--- config.mk ---
export PLATFORM = sky130hd
export DESIGN_NAME = serial_adder_ctrl
export DESIGN_NICKNAME = d
export VERILOG_FILES = /design/src/rtl/serial_adder_ctrl.sv
export SDC_FILE = /design/constraint.sdc
export NUM_CORES = 1
export LEC_CHECK = 0
export ABC_AREA = 1
export BUFFER_PORTS_ARGS = -buffer_cell sky130_fd_sc_hd__buf_2
export CAP_MARGIN = 0
export CORE_MARGIN = 2
export CORE_UTILIZATION = 55
export CTS_BUF_LIST = sky130_fd_sc_hd__clkbuf_16
export DETAILED_ROUTE_END_ITERATION = 10
export PLACE_DENSITY = 0.8
export SETUP_SLACK_MARGIN = 0.3
export SLEW_MARGIN = 40
export SYNTH_ARGS = -nofsm -noshare
export SYNTH_HDL_FRONTEND = slang
export SYNTH_HIERARCHICAL = 1
export SYNTH_SLANG_ARGS = --single-unit
--- constraint.sdc ---
create_clock -name clk -period 2.4 [get_ports clk]
set_input_delay 0.24 -clock clk [delete_from_list [all_inputs] [get_ports clk]]
set_output_delay 0.24 -clock clk [all_outputs]
set_load 0.01 [all_outputs]
--- src/rtl/serial_adder_ctrl.sv ---
// Bit-serial adder: one full-adder cell consumes an operand bit pair per cycle, LSB first.
// Optional OVERFLOW_FLAG_EN adds the ovf port (two's-complement overflow of the last result).

module full_adder_cell (
    input  logic a,
    input  logic b,
    input  logic cin,
    output logic s,
    output logic cout
);
    assign s    = a ^ b ^ cin;
    assign cout = (a & b) | (a & cin) | (b & cin);
endmodule

// state | meaning
// IDLE  | waiting for start; s/cout hold the last result
// RUN   | one operand bit pair added per cycle, WIDTH cycles
module serial_adder_ctrl #(
    parameter int WIDTH = 4
) (
    input  logic             clk,
    input  logic             rst,
    input  logic             start,
    input  logic [WIDTH-1:0] a,
    input  logic [WIDTH-1:0] b,
    input  logic             cin,
    output logic             busy,
    output logic             done,
    output logic [WIDTH-1:0] s,
    output logic             cout
`ifdef OVERFLOW_FLAG_EN
   ,output logic             ovf
`endif
);
    localparam int CW = (WIDTH > 2) ? $clog2(WIDTH) : 1;

    typedef enum logic {IDLE, RUN} state_t;

    state_t           state, state_nxt;
    logic [WIDTH-1:0] sh_a, sh_b;
    logic [WIDTH-2:0] res;
    logic [CW-1:0]    count;
    logic             carry;
    logic             load, step, last;
    logic             cell_s, cell_cout;

    full_adder_cell u_cell (
        .a    (sh_a[0]),
        .b    (sh_b[0]),
        .cin  (carry),
        .s    (cell_s),
        .cout (cell_cout)
    );

    always_ff @(posedge clk or posedge rst) begin
        if (rst) state <= IDLE;
        else     state <= state_nxt;
    end

    always_comb begin
        state_nxt = state;
        case (state)
            IDLE:    if (start) state_nxt = RUN;
            RUN:     if (last)  state_nxt = IDLE;
            default: state_nxt = IDLE;
        endcase
    end

    always_comb begin
        load = 1'b0;
        step = 1'b0;
        last = 1'b0;
        busy = 1'b0;
        case (state)
            IDLE: load = start;
            RUN: begin
                step = 1'b1;
                busy = 1'b1;
                last = (count == CW'(WIDTH - 1));
            end
            default: ;
        endcase
    end

    // Sum bits enter from the MSB side, so after WIDTH-1 steps bit 0 sits at res[0].
    always_ff @(posedge clk or posedge rst) begin
        if (rst) begin
            sh_a  <= '0;
            sh_b  <= '0;
            res   <= '0;
            count <= '0;
            carry <= 1'b0;
            s     <= '0;
            cout  <= 1'b0;
            done  <= 1'b0;
`ifdef OVERFLOW_FLAG_EN
            ovf   <= 1'b0;
`endif
        end else begin
            done <= 1'b0;
            if (load) begin
                sh_a  <= a;
                sh_b  <= b;
                carry <= cin;
                count <= '0;
            end else if (step) begin
                sh_a  <= sh_a >> 1;
                sh_b  <= sh_b >> 1;
                carry <= cell_cout;
                res   <= (WIDTH-1)'({cell_s, res} >> 1);
                count <= count + CW'(1);
                if (last) begin
                    s    <= {cell_s, res};
                    cout <= cell_cout;
                    done <= 1'b1;
`ifdef OVERFLOW_FLAG_EN
                    ovf  <= carry ^ cell_cout;
`endif
                end
            end
        end
    end
endmodule
Yosys cells after proc, flatten, opt, wreduce, memory -nomap -nowiden

Index checks and enable logic that the tools add are counted.

Add/sub/neg operators: 1
Equal/unequal tests: 1
Mux-type cells: 17
Bitwise logic cells: 9
Reduce and logical (&&, ||, !) cells: 3

Operators by type and width:

| cell                | count |
|---|---|
| $mux 4              | 4 |
| $mux 1              | 10 |
| $mux 2              | 2 |
| $and 1x1->1         | 3 |
| $reduce_and 3->1    | 1 |
| $add 2x1->2 const B | 1 |
| $eq 2x2->1 const B  | 1 |
| $not 1->1           | 2 |
| $or 1x1->1          | 2 |
| $pmux 1 s2          | 1 |
| $reduce_and 2->1    | 1 |
| $reduce_bool 2->1   | 1 |
| $xor 1x1->1         | 2 |

Register bits: 21
Input port bits: 12
Output and inout port bits: 7

Logic depth before layout (Yosys ltp)

Gate-level depths: netlist of the first run.

Depth after elaboration: 5
Depth in mapped cells: 5
Gate-level depth less buffers: 5

By module

Netlist of the first run, hierarchy kept.

Modules (own cells, without submodules):

| module            | instances | cells each | area each (um^2) | seq. area each (um^2) |
|---|---|---|---|---|
| serial_adder_ctrl | 1         | 92         | 875.8            | 525.5 |
| full_adder_cell   | 1         | 1          | 20.0             | 0.0 |

Least setup slack after synthesis of the first run

Ideal clock, no wire load.

Path kind: register to register
Start: register sh_a[0]
End: register res[2]
Setup time: 0.127 ns
Data arrival time: 0.978 ns
Data required time: 2.273 ns
Slack: 1.295 ns
Stages on the path, launching flop included: 4
Buffers on the path: 0
Cell sequence: dfrtp_1 > fa_1 > nand2_1 > o21ai_0

Cells in the longest elaborated chain, start to end: 2

RTL lines:

| what                      | line | RTL |
|---|---|---|
| start: declaration        | 40   | `logic [WIDTH-1:0] sh_a, sh_b;` |
| start signal: assignment  | 107  | `sh_a <= sh_a >> 1;` |
| $xor 1x1->1 (2 in series) | 11   | `assign s = a ^ b ^ cin;` |
| net cell_s                | 45   | `logic cell_s, cell_cout;` |
| end signal: assignment    | 110  | `res <= (WIDTH-1)'({cell_s, res} >> 1);` |
| end: declaration          | 41   | `logic [WIDTH-2:0] res;` |

The timed path passes the listed nets, and every way through them passes these cells.
A chain may end at the register's enable or synchronous reset.

Final worst setup path of the first run

Start: register state
End: output port busy

Cells in the longest elaborated chain, start to end: 1

RTL lines:

| what                     | line | RTL |
|---|---|---|
| start: declaration       | 39   | `state_t state, state_nxt;` |
| start signal: assignment | 57   | `else state <= state_nxt;` |
| $mux 1                   | 74   | `case (state)` |
| end: declaration         | 27   | `output logic busy,` |

Every way passes these cells.

==> results of run 1 <==
cell families (layout without fill, tap and decap cells):
kind of cell,after synthesis,count (layout),synth area share (%)
simple gates,53,53,27.09
buf+inv,10,28,6.703
flops,21,21,58.66
fa+ha+maj,2,2,3.631
compound gates,7,7,3.910
layout by cell type, fill, tap and decap left out:
cell,Yosys,layout
clkinv_2,0,1
ha_1,1,1
inv_2,1,2
nand2_1,34,34
inv_1,5,4
clkbuf_16,0,3
dfrtp_1,21,21
nand3_1,16,16
fa_1,1,1
nor2_8,1,1
nor2_1,1,1
nand2_4,1,1
buf_2,0,18
o21ai_0,7,7
worst min path at each step:
stage / from / end / slack [ns] / cells after the start
after floorplan: rst / carry / 0.22 / 1
after global placement: rst / res[0] / 0.41 / 2
after detailed placement: rst / s[0] / 0.42 / 2
after CTS: rst / s[1] / 0.16 / 2
after global routing: rst / res[0] / 0.03 / 2
final: rst / done / -0.02 / 2
cell type report:
| class | count | area share, % |
|---|---|---|
| clock inverter | 1 | 0.4773 |
| inverter | 6 | 2.148 |
| sequential | 21 | 50.12 |
| tap | 16 | 1.909 |
| clock buffer | 3 | 7.160 |
| timing repair buffer | 18 | 8.592 |
| multi-input combinational | 62 | 29.59 |
registers in the layout, indices dropped and copies added (netlist names):
register	cells
carry	1
s	4
sh_b	4
count	2
done	1
res	3
sh_a	4
state	1
cout	1
routing by layer:
layer	GRT usage [%]	vias up	share of wire, %
li1	-	329	-
met1	22.68	314	44
met2	29.41	24	48
met3	4.082	3	6.1
met4	9.091	0	1.8
met5	0	-	0
cells in the mapped netlist:
master,number
inv_1,5
nand2_4,1
dfrtp_1,21
ha_1,1
buf_6,2
buf_4,2
inv_2,1
nor2_8,1
o21ai_0,7
nand3_1,16
nand2_1,34
nor2_1,1
fa_1,1
power groups by stage:
stage               clock network (mW)  logic, mW  registers [mW]
global placement                     0      0.343           0.605
CTS                              0.350      0.364           0.608
floorplan                            0      0.296           0.585
finish                           0.346      0.358           0.607
global route                     0.365      0.415           0.624
detailed placement                   0      0.354           0.612
==> out/metrics.cfg, run 1 <==
[layout]
postLayoutCoreUtil_pct=68.80
multi_input_area_um2=310.3
fill_cells=125
fin_cells=127
antenna_cells=0
regArea_um2=525.5
design_area_um2=1049
layout-drive-gt1-share_pct=23.42
nets=126
area_growth_syn_to_layout_pct=17.04

[global_routing]
grt_max_degree=22
grt_pass1_vias=550
gr-total-overflow=0
grt_antenna_before_repair=0
grt_util_all_layers_pct=18.07
grt_pass1_wl_um=2435

[placement]
pre_cts_slack_ns=1.116
dp_hpwl_um=1018
place_area_um2=968.4
io_buffers=18
dp.cells=123
place.gp.congestion=0.7466

[setup_path]
worstSetupEndpointType=output port
cp-start-kind=register
rr_endpoint=cout
r2r_cells=4
critPathKind=reg2out
rrSetupSlack_ns=1.08
cp_num_cells=1
critPathRequiredTime_ns=2.16
worstSetupEndpoint=busy
r2r-start=state
critical_path.cell_chain=buf_2
slowest_delay_ns=0.78
cp.buffers_inverters=1
critPathLaunch=state
cp_max_fo=18
worstPathArrival_ns=1.29
crit_family=flip-flops
slowest_stage=dfrtp_1

[routing]
drt_iter0_drc=14
viasPerCell=5.276
drtAntennaViolNets=0
routed_wirelength_um=1509
drc_errors=0
num_vias=670
wl_per_cell_um=11.88
dr.pass1.iters=5

[floorplan]
start_util_pct=58.78
dieArea_um2=1968
core-area_um2=1524
fp.dieW_um=44.36
num_rows=14
io_pins=19
fp.dieH_um=44.36

[outcome]
violations=hold timing
status=finished with violations

[cts]
clock_latency_ns=0.25
cts_made_buffers=3
cts-root-buf=clkbuf_16
htreeDepth=1
cts_setup_buffers=0
hold_buffers=0
numClockSinks=21
cts_resized=0
clk_pin_slew_ns=0.06
cts_tree=done
clock_tree.buffer_depth=2

[logic_synthesis]
synth_cell_types=13
yosys.area.top_type_share_pct=58.66
syn_inst=93
syn_area_um2=895.9
avgSynthCellArea_um2=9.633
synth_area_leaders=dfrtp_1 (59%), nand2_1 (14%), nand3_1 (8.9%)
synth_nets=107
synth_top_area_cell=dfrtp_1
ys_ff_latch=21
yosysWarnings=6
ys_seq_area_share_pct=58.66

[sta]
period_share_pct=63.78
skew_ns=0.002177
grt_setup_unrepaired=no
fmax_mhz=653.3
tns_ns=0
holdWs_ns=-0.01703
fin_ws_ns=0.8694
final_hold_viol_count=21
drv_slew=0
finalCriticalPeriod_ns=1.531
slew_headroom_pct=54.31
worst_pin_slew_ns=0.6853
final-setup-viol-count=0

[job]
maxCapViolCount=0

[hold_path]
hold_class=in2async

[power_and_ir_drop]
internal-power_uw=867.1
clkPwrFrac_pct=26.4
p_per_area_nw_per_um2=1250
power.total_mw=1.310
power.share.switching_pct=33.83
cellLeakagePower_nw=0.5760
combPwrFrac_pct=27.3
switchingPower_uw=443.4
p_seq_share_pct=46.3
ir_drop_mv=0.5955

Power figures use the tool's default switching activity.
==> run 2, diff against run 1 <==
--- a/config.mk
+++ b/config.mk
@@ -9,10 +9,10 @@
 export BUFFER_PORTS_ARGS = -buffer_cell sky130_fd_sc_hd__buf_2
 export CAP_MARGIN = 0
 export CORE_MARGIN = 2
-export CORE_UTILIZATION = 55
+export CORE_UTILIZATION = 51
 export CTS_BUF_LIST = sky130_fd_sc_hd__clkbuf_16
 export DETAILED_ROUTE_END_ITERATION = 10
-export PLACE_DENSITY = 0.8
+export PLACE_DENSITY = 0.75
 export SETUP_SLACK_MARGIN = 0.3
 export SLEW_MARGIN = 40
 export SYNTH_ARGS = -nofsm -noshare
==> constraint.sdc (replaced) <==
create_clock -name clk -period 1.56 [get_ports clk]
set_input_delay 0.156 -clock clk [delete_from_list [all_inputs] [get_ports clk]]
set_output_delay 0.156 -clock clk [all_outputs]
set_load 0.01 [all_outputs]
==> run 2 against run 1 <==
The run now ends clean. Critical endpoint is now carry. Combinational power grew 63%. Global-route usage shrank 1.5 points. Core utilization shrank 5.1 points. Cell count grew 3.1%. Flip-flop and latch count is the same. Sequential share of layout area shrank 1.2 points. Clock skew grew 0.0030 ns. Clock power grew 54%. Clock-buffer cell count is the same. Largest cell class unchanged. First-iteration DRC count grew 64%.
==> out/metrics.cfg, run 2 (synthesized netlist as in run 1, its figures left out) <==
[global_routing]
grt_antenna_before_repair=0  ; unchanged
grt-busiest-layer=met2
grt_pass1_wl_um=2401  ; -1.4%
grt_util_all_layers_pct=16.56  ; -1.5 points
grt_max_degree=22  ; unchanged
grt_pass1_vias=565  ; +2.7%
grt_util_met1_pct=20.15  ; -2.5 points
use_met2_pct=26.39  ; -3.0 points
grtUsageMet3_pct=3.571  ; -0.51 points
gr-total-overflow=0  ; unchanged

[setup_path]
rrSetupSlack_ns=0.42  ; -0.66 ns
critPathRequiredTime_ns=1.69  ; -0.47 ns
r2r-start=sh_a[0]
rr_endpoint=carry
worstSetupEndpointType=register
critPathLaunch=sh_a[0]
cp-start-kind=register
cp_max_fo=2  ; -16
critPathKind=reg2reg
worstSetupEndpoint=carry
r2r_cells=3  ; -1
worstPathArrival_ns=1.27  ; -0.02 ns

[sta]
worst_pin_slew_ns=0.2609  ; -0.4244 ns
finalCriticalPeriod_ns=1.138
slew_headroom_pct=82.61  ; +28 points
fin_ws_ns=0.4217  ; -0.4477 ns
fmax_mhz=878.5
final-setup-viol-count=0  ; unchanged
skew_ns=0.005162  ; +0.002985 ns
final_hold_viol_count=0  ; -100%
tns_ns=0  ; unchanged
drv_slew=0  ; unchanged
grt_setup_unrepaired=no
period_share_pct=72.97

[cts]
cts-root-buf=clkbuf_16
cts_setup_buffers=0  ; unchanged
htreeDepth=1  ; unchanged
numClockSinks=21  ; unchanged
cts_tree=done
clock_latency_ns=0.25  ; about the same
clock_tree.buffer_depth=2  ; unchanged
cts_made_buffers=3  ; unchanged
clk_pin_slew_ns=0.06  ; about the same

[floorplan]
dieArea_um2=2108  ; +7.1%
io_pins=19  ; unchanged
core-area_um2=1689  ; +11%
fp.dieH_um=45.91  ; +3.5%
fp.dieW_um=45.91  ; +3.5%
start_util_pct=53.04  ; -5.7 points
num_rows=15  ; +1

[job]
maxCapViolCount=0  ; unchanged

[power_and_ir_drop]
combPwrFrac_pct=28.8  ; +1.5 points
p_per_area_nw_per_um2=1881  ; +51%
internal-power_mw=1.351  ; +56%
p_seq_share_pct=45.0  ; -1.3 points
cellLeakagePower_nw=0.5899  ; +2.4%
power.share.switching_pct=33.25  ; -0.59 points
ir_drop_mv=0.8124  ; +36%
clkPwrFrac_pct=26.3  ; about the same
switchingPower_uw=673.1  ; +52%

[routing]
wl_per_cell_um=11.30  ; -4.9%
viasPerCell=5.107  ; -3.2%
drt_iter0_drc=23  ; +9
dr.pass1.iters=4  ; -1
drtAntennaViolNets=0  ; unchanged
drc_errors=0  ; unchanged
num_vias=669  ; -0.15%
routed_wirelength_um=1480  ; -1.9%

[outcome]
status=completed

[layout]
antenna_cells=0  ; unchanged
largestRegisters=s: 4 flops, sh_a: 4 flops, sh_b: 4 flops
postLayoutCoreUtil_pct=63.70  ; -5.1 points
final_common_cell=nand2_1
area_growth_syn_to_layout_pct=20.11
fill_cells=156  ; +25%
layout-drive-gt1-share_pct=24.56  ; +1.1 points
nets=129  ; +2.4%
layout_common_cells=nand2_1 (34), dfrtp_1 (20), buf_2 (18), nand3_1 (16), o21ai_0 (7)

[hold_path]
hold_class=in2reg

[placement]
place.gp.congestion=0.7440  ; -0.35%
dp_hpwl_um=1056  ; +3.8%
pre_cts_slack_ns=0.4222  ; -0.6937 ns
io_buffers=18  ; unchanged

[run 2: cell count changes in the layout (fill, tap and decap cells not counted), sizes merged]
| cell | delta |
|---|---|
| buf | +2 |
| dlygate4sd3 | +1 |
[run 2: worst max-delay path: stages, from the launching register on]
cell and delay [ns]:
dfrtp_1 0.39, fa_1 0.45, nand2_1 0.09, nand3_1 0.09
[run 2: per-layer routing]
layer | up-vias | part of all wire (%)
li1 | 337 | -
met1 | 304 | 45
met2 | 26 | 47
met3 | 2 | 6.6
met4 | 0 | 1.8
met5 | - | 0
[run 2: how the worst min path moves through the flow]
stage               slack (ns)  startpoint  depth (start not counted)        to
global route              0.16        b[3]                          3   sh_b[3]
detailed placement        0.20         rst                          3      s[0]
global placement          0.20         rst                          3  count[1]
CTS                       0.14        b[3]                          3   sh_b[3]
floorplan                 0.13         rst                          1     carry
finish                    0.14        a[3]                          3   sh_a[3]
[run 2: area by class of cell]
| cell class | instances | area, µm² | share of cell area (%) |
|---|---|---|---|
| clock buffer | 3 | 75.07 | 6.977 |
| clock inverter | 1 | 5.005 | 0.4651 |
| inverter | 6 | 22.52 | 2.093 |
| multi-input combinational | 62 | 310.3 | 28.84 |
| sequential | 21 | 526.8 | 48.95 |
| tap | 17 | 21.27 | 1.977 |
| timing repair buffer | 21 | 115.1 | 10.70 |
[run 2: power groups by stage]
stage | Combinational [mW] | Clock [mW] | Sequential (mW)
after global routing | 0.675 | 0.574 | 0.941
final | 0.582 | 0.532 | 0.910
after detailed placement | 0.589 | 0 | 0.922
after global placement | 0.566 | 0 | 0.909
after floorplan | 0.455 | 0 | 0.900
after CTS | 0.594 | 0.546 | 0.915
[run 2: repair_timing]
| action | in CTS | in global routing |
|---|---|---|
| hold buffers | 1 | 0 |
| resized for setup | 1 | 0 |
| setup endpoints to repair | 1 | 0 |
| endpoints found under the hold margin | 21 | 0 |
[run 2: through the flow]
stage / cell area, µm² / cells / hold WS [ns] / total power, mW
2_1_floorplan: 895.9 / 93 / 0.1325 / 1.355
3_3_place_gp: 984.7 / 126 / 0.1951 / 1.474
3_5_place_dp: 984.7 / 126 / 0.2020 / 1.511
4_1_cts: 1076 / 131 / 0.1431 / 2.055
5_1_grt: 1076 / 131 / 0.1569 / 2.190
6_report: 1076 / 131 / 0.1397 / 2.025
==> run 3, diff against run 2 <==
==> constraint.sdc (replaced) <==
create_clock -name clk -period 1.1 [get_ports clk]
set_input_delay 0.11 -clock clk [delete_from_list [all_inputs] [get_ports clk]]
set_output_delay 0.11 -clock clk [all_outputs]
set_load 0.01 [all_outputs]
==> run 3 against run 2 <==
The flow now finishes with violations (setup timing). Critical path type unchanged. Clock-buffer cell count unchanged. Cell count up 9.9%. Fmax down 1.0%. Highest routed layer unchanged. Clock skew down 0.0037 ns.
==> out/metrics.cfg, run 3 (synthesized netlist as in run 1, its figures left out) <==
[setup_path]
cp-start-kind=register
cp_max_fo=2  ; unchanged
worstSetupEndpoint=res[2]
cp.buffers_inverters=0  ; unchanged
critPathRequiredTime_ns=1.27  ; -0.42 ns
r2r_cells=3  ; unchanged
critical_path.cell_chain=fa_1 > nand2_1 > o21ai_1
cp_num_cells=3  ; unchanged
rr_endpoint=res[2]
rrSetupSlack_ns=-0.05  ; -0.47 ns
r2r-start=sh_a[0]
critPathLaunch=sh_a[0]
worstSetupEndpointType=register
critPathKind=reg2reg
slowest_delay_ns=0.56  ; +0.11 ns
slowest_stage=fa_1
worstPathArrival_ns=1.32  ; +0.05 ns
crit_family=adder cells

[cts]
numClockSinks=21  ; unchanged
clock_tree.buffer_depth=2  ; unchanged
clk_pin_slew_ns=0.06  ; about the same
cts_tree=done
cts_made_buffers=3  ; unchanged
clock_latency_ns=0.25  ; about the same
htreeDepth=1  ; unchanged
cts-root-buf=clkbuf_16

[placement]
dp_hpwl_um=986.5  ; -6.6%
dp.cells=127  ; +0.79%
io_buffers=18  ; unchanged
place_area_um2=994.7  ; +1.0%
place.gp.congestion=0.7498  ; +0.78%

[sta]
drv_slew=0  ; unchanged
fmax_mhz=869.3  ; -1.0%
grt_setup_unrepaired=yes
worst_pin_slew_ns=0.2869  ; +0.02602 ns
finalCriticalPeriod_ns=1.150  ; +0.01206 ns
period_share_pct=104.6  ; +32 points
fin_ws_ns=-0.05041  ; -0.4721 ns
skew_ns=0.001459  ; -0.003704 ns
final_hold_viol_count=0  ; unchanged
tns_ns=-0.1156  ; -0.1156 ns
slew_headroom_pct=80.87  ; -1.7 points
final-setup-viol-count=3  ; +3

[outcome]
status=finished with violations
violations=setup timing

[layout]
postLayoutCoreUtil_pct=76.74  ; +13 points
area_growth_syn_to_layout_pct=44.69
nets=142  ; +10%
fin_cells=144  ; +9.9%
largestRegisters=s: 4 flops, sh_a: 4 flops, sh_b: 4 flops
antenna_cells=0  ; unchanged
layout-drive-gt1-share_pct=44.88  ; +20 points
design_area_um2=1296  ; +20%
final_common_cell=nand2_1
layout_common_cells=nand2_1 (25), dfrtp_1 (20), buf_2 (16), nand3_1 (12), nand2_2 (9)

[global_routing]
grt_pass1_wl_um=2718  ; +13%
grt_util_all_layers_pct=18.21  ; +1.7 points
gr-total-overflow=0  ; unchanged
grt_max_degree=22  ; unchanged
grt_antenna_before_repair=0  ; unchanged
grt_pass1_vias=637  ; +13%

[floorplan]
core-area_um2=1689  ; unchanged
dieArea_um2=2108  ; unchanged
num_rows=15  ; unchanged
fp.dieW_um=45.91  ; unchanged
fp.dieH_um=45.91  ; unchanged
start_util_pct=53.04  ; unchanged
io_pins=19  ; unchanged

[routing]
drc_errors=0  ; unchanged
viasPerCell=5.160  ; +1.0%
routed_wirelength_um=1839  ; +24%
dr.pass1.iters=4  ; unchanged
wl_per_cell_um=12.77  ; +13%
num_vias=743  ; +11%
drt_iter0_drc=12  ; -48%
drtAntennaViolNets=0  ; unchanged

[job]
maxCapViolCount=0  ; unchanged

[power_and_ir_drop]
power.total_mw=3.569  ; +76%
cellLeakagePower_nw=0.6885  ; +17%
ir_drop_mv=1.399  ; +72%
p_per_area_nw_per_um2=2753  ; +46%

[hold_path]
hold_class=in2reg

-- run 3: changes by cell type in the layout (fill, tap and decap cells not counted), sizes merged --
cell   previous run  this run
nor2              2         3
buf              20        31
nand2            35        36
-- run 3: per-layer routing --
layer  GRT usage (%)  vias up  share of wire [%]
met5               0        -                  0
met2           29.44       18                 52
li1                -      368                  -
met3           3.968        4                4.3
met4           8.571        0                1.3
met1           22.92      353                 43
-- run 3: worst register-to-register path: cells and delay by family, from the launching register on --
family / cells / cell delay, ns
simple gates: 1 / 0.05
flops: 1 / 0.39
fa+ha+maj: 1 / 0.56
compound gates: 1 / 0.07
-- run 3: final cells by class --
| cell class | instances | area [µm²] |
|---|---|---|
| Tap cell | 17 | 21.27 |
| Multi-Input combinational cell | 64 | 400.4 |
| Fill cell | 102 | 392.9 |
| Sequential cell | 21 | 529.3 |
| Clock inverter | 1 | 5.005 |
| Clock buffer | 3 | 75.07 |
| Timing Repair Buffer | 32 | 232.7 |
| Inverter | 6 | 32.53 |
-- run 3: what timing repair did --
item,in CTS,in global routing
pin swaps,6,5
buffers inserted,5,5
hold endpoints to repair,21,0
setup endpoints to repair,28,28
gates cloned,1,1
hold buffers,1,0
gates resized for setup,7,29
-- run 3: report_power, final --
part | switching (mW) | total (mW) | internal, mW
logic | 0.752 | 1.50 | 0.745
clock network | 0.270 | 0.758 | 0.488
registers | 0.224 | 1.31 | 1.09
-- run 3: worst min path at each step --
stage	from	to	slack, ns	cells past startpoint
after global routing	a[3]	sh_a[3]	0.11	3
final	b[3]	sh_b[3]	0.09	3
after CTS	b[3]	sh_b[3]	0.09	3
after detailed placement	rst	count[1]	0.15	3
after global placement	rst	state	0.15	3
after floorplan	rst	carry	0.09	1
-- run 3: through the flow --
stage / worst slack (ns) / hold slack, ns
final: -0.05041 / 0.08994
after CTS: -0.05066 / 0.09063
after floorplan: -0.002469 / 0.08653
after global placement: -0.02452 / 0.1494
after global routing: -0.07621 / 0.1106
after detailed placement: -0.05548 / 0.1482
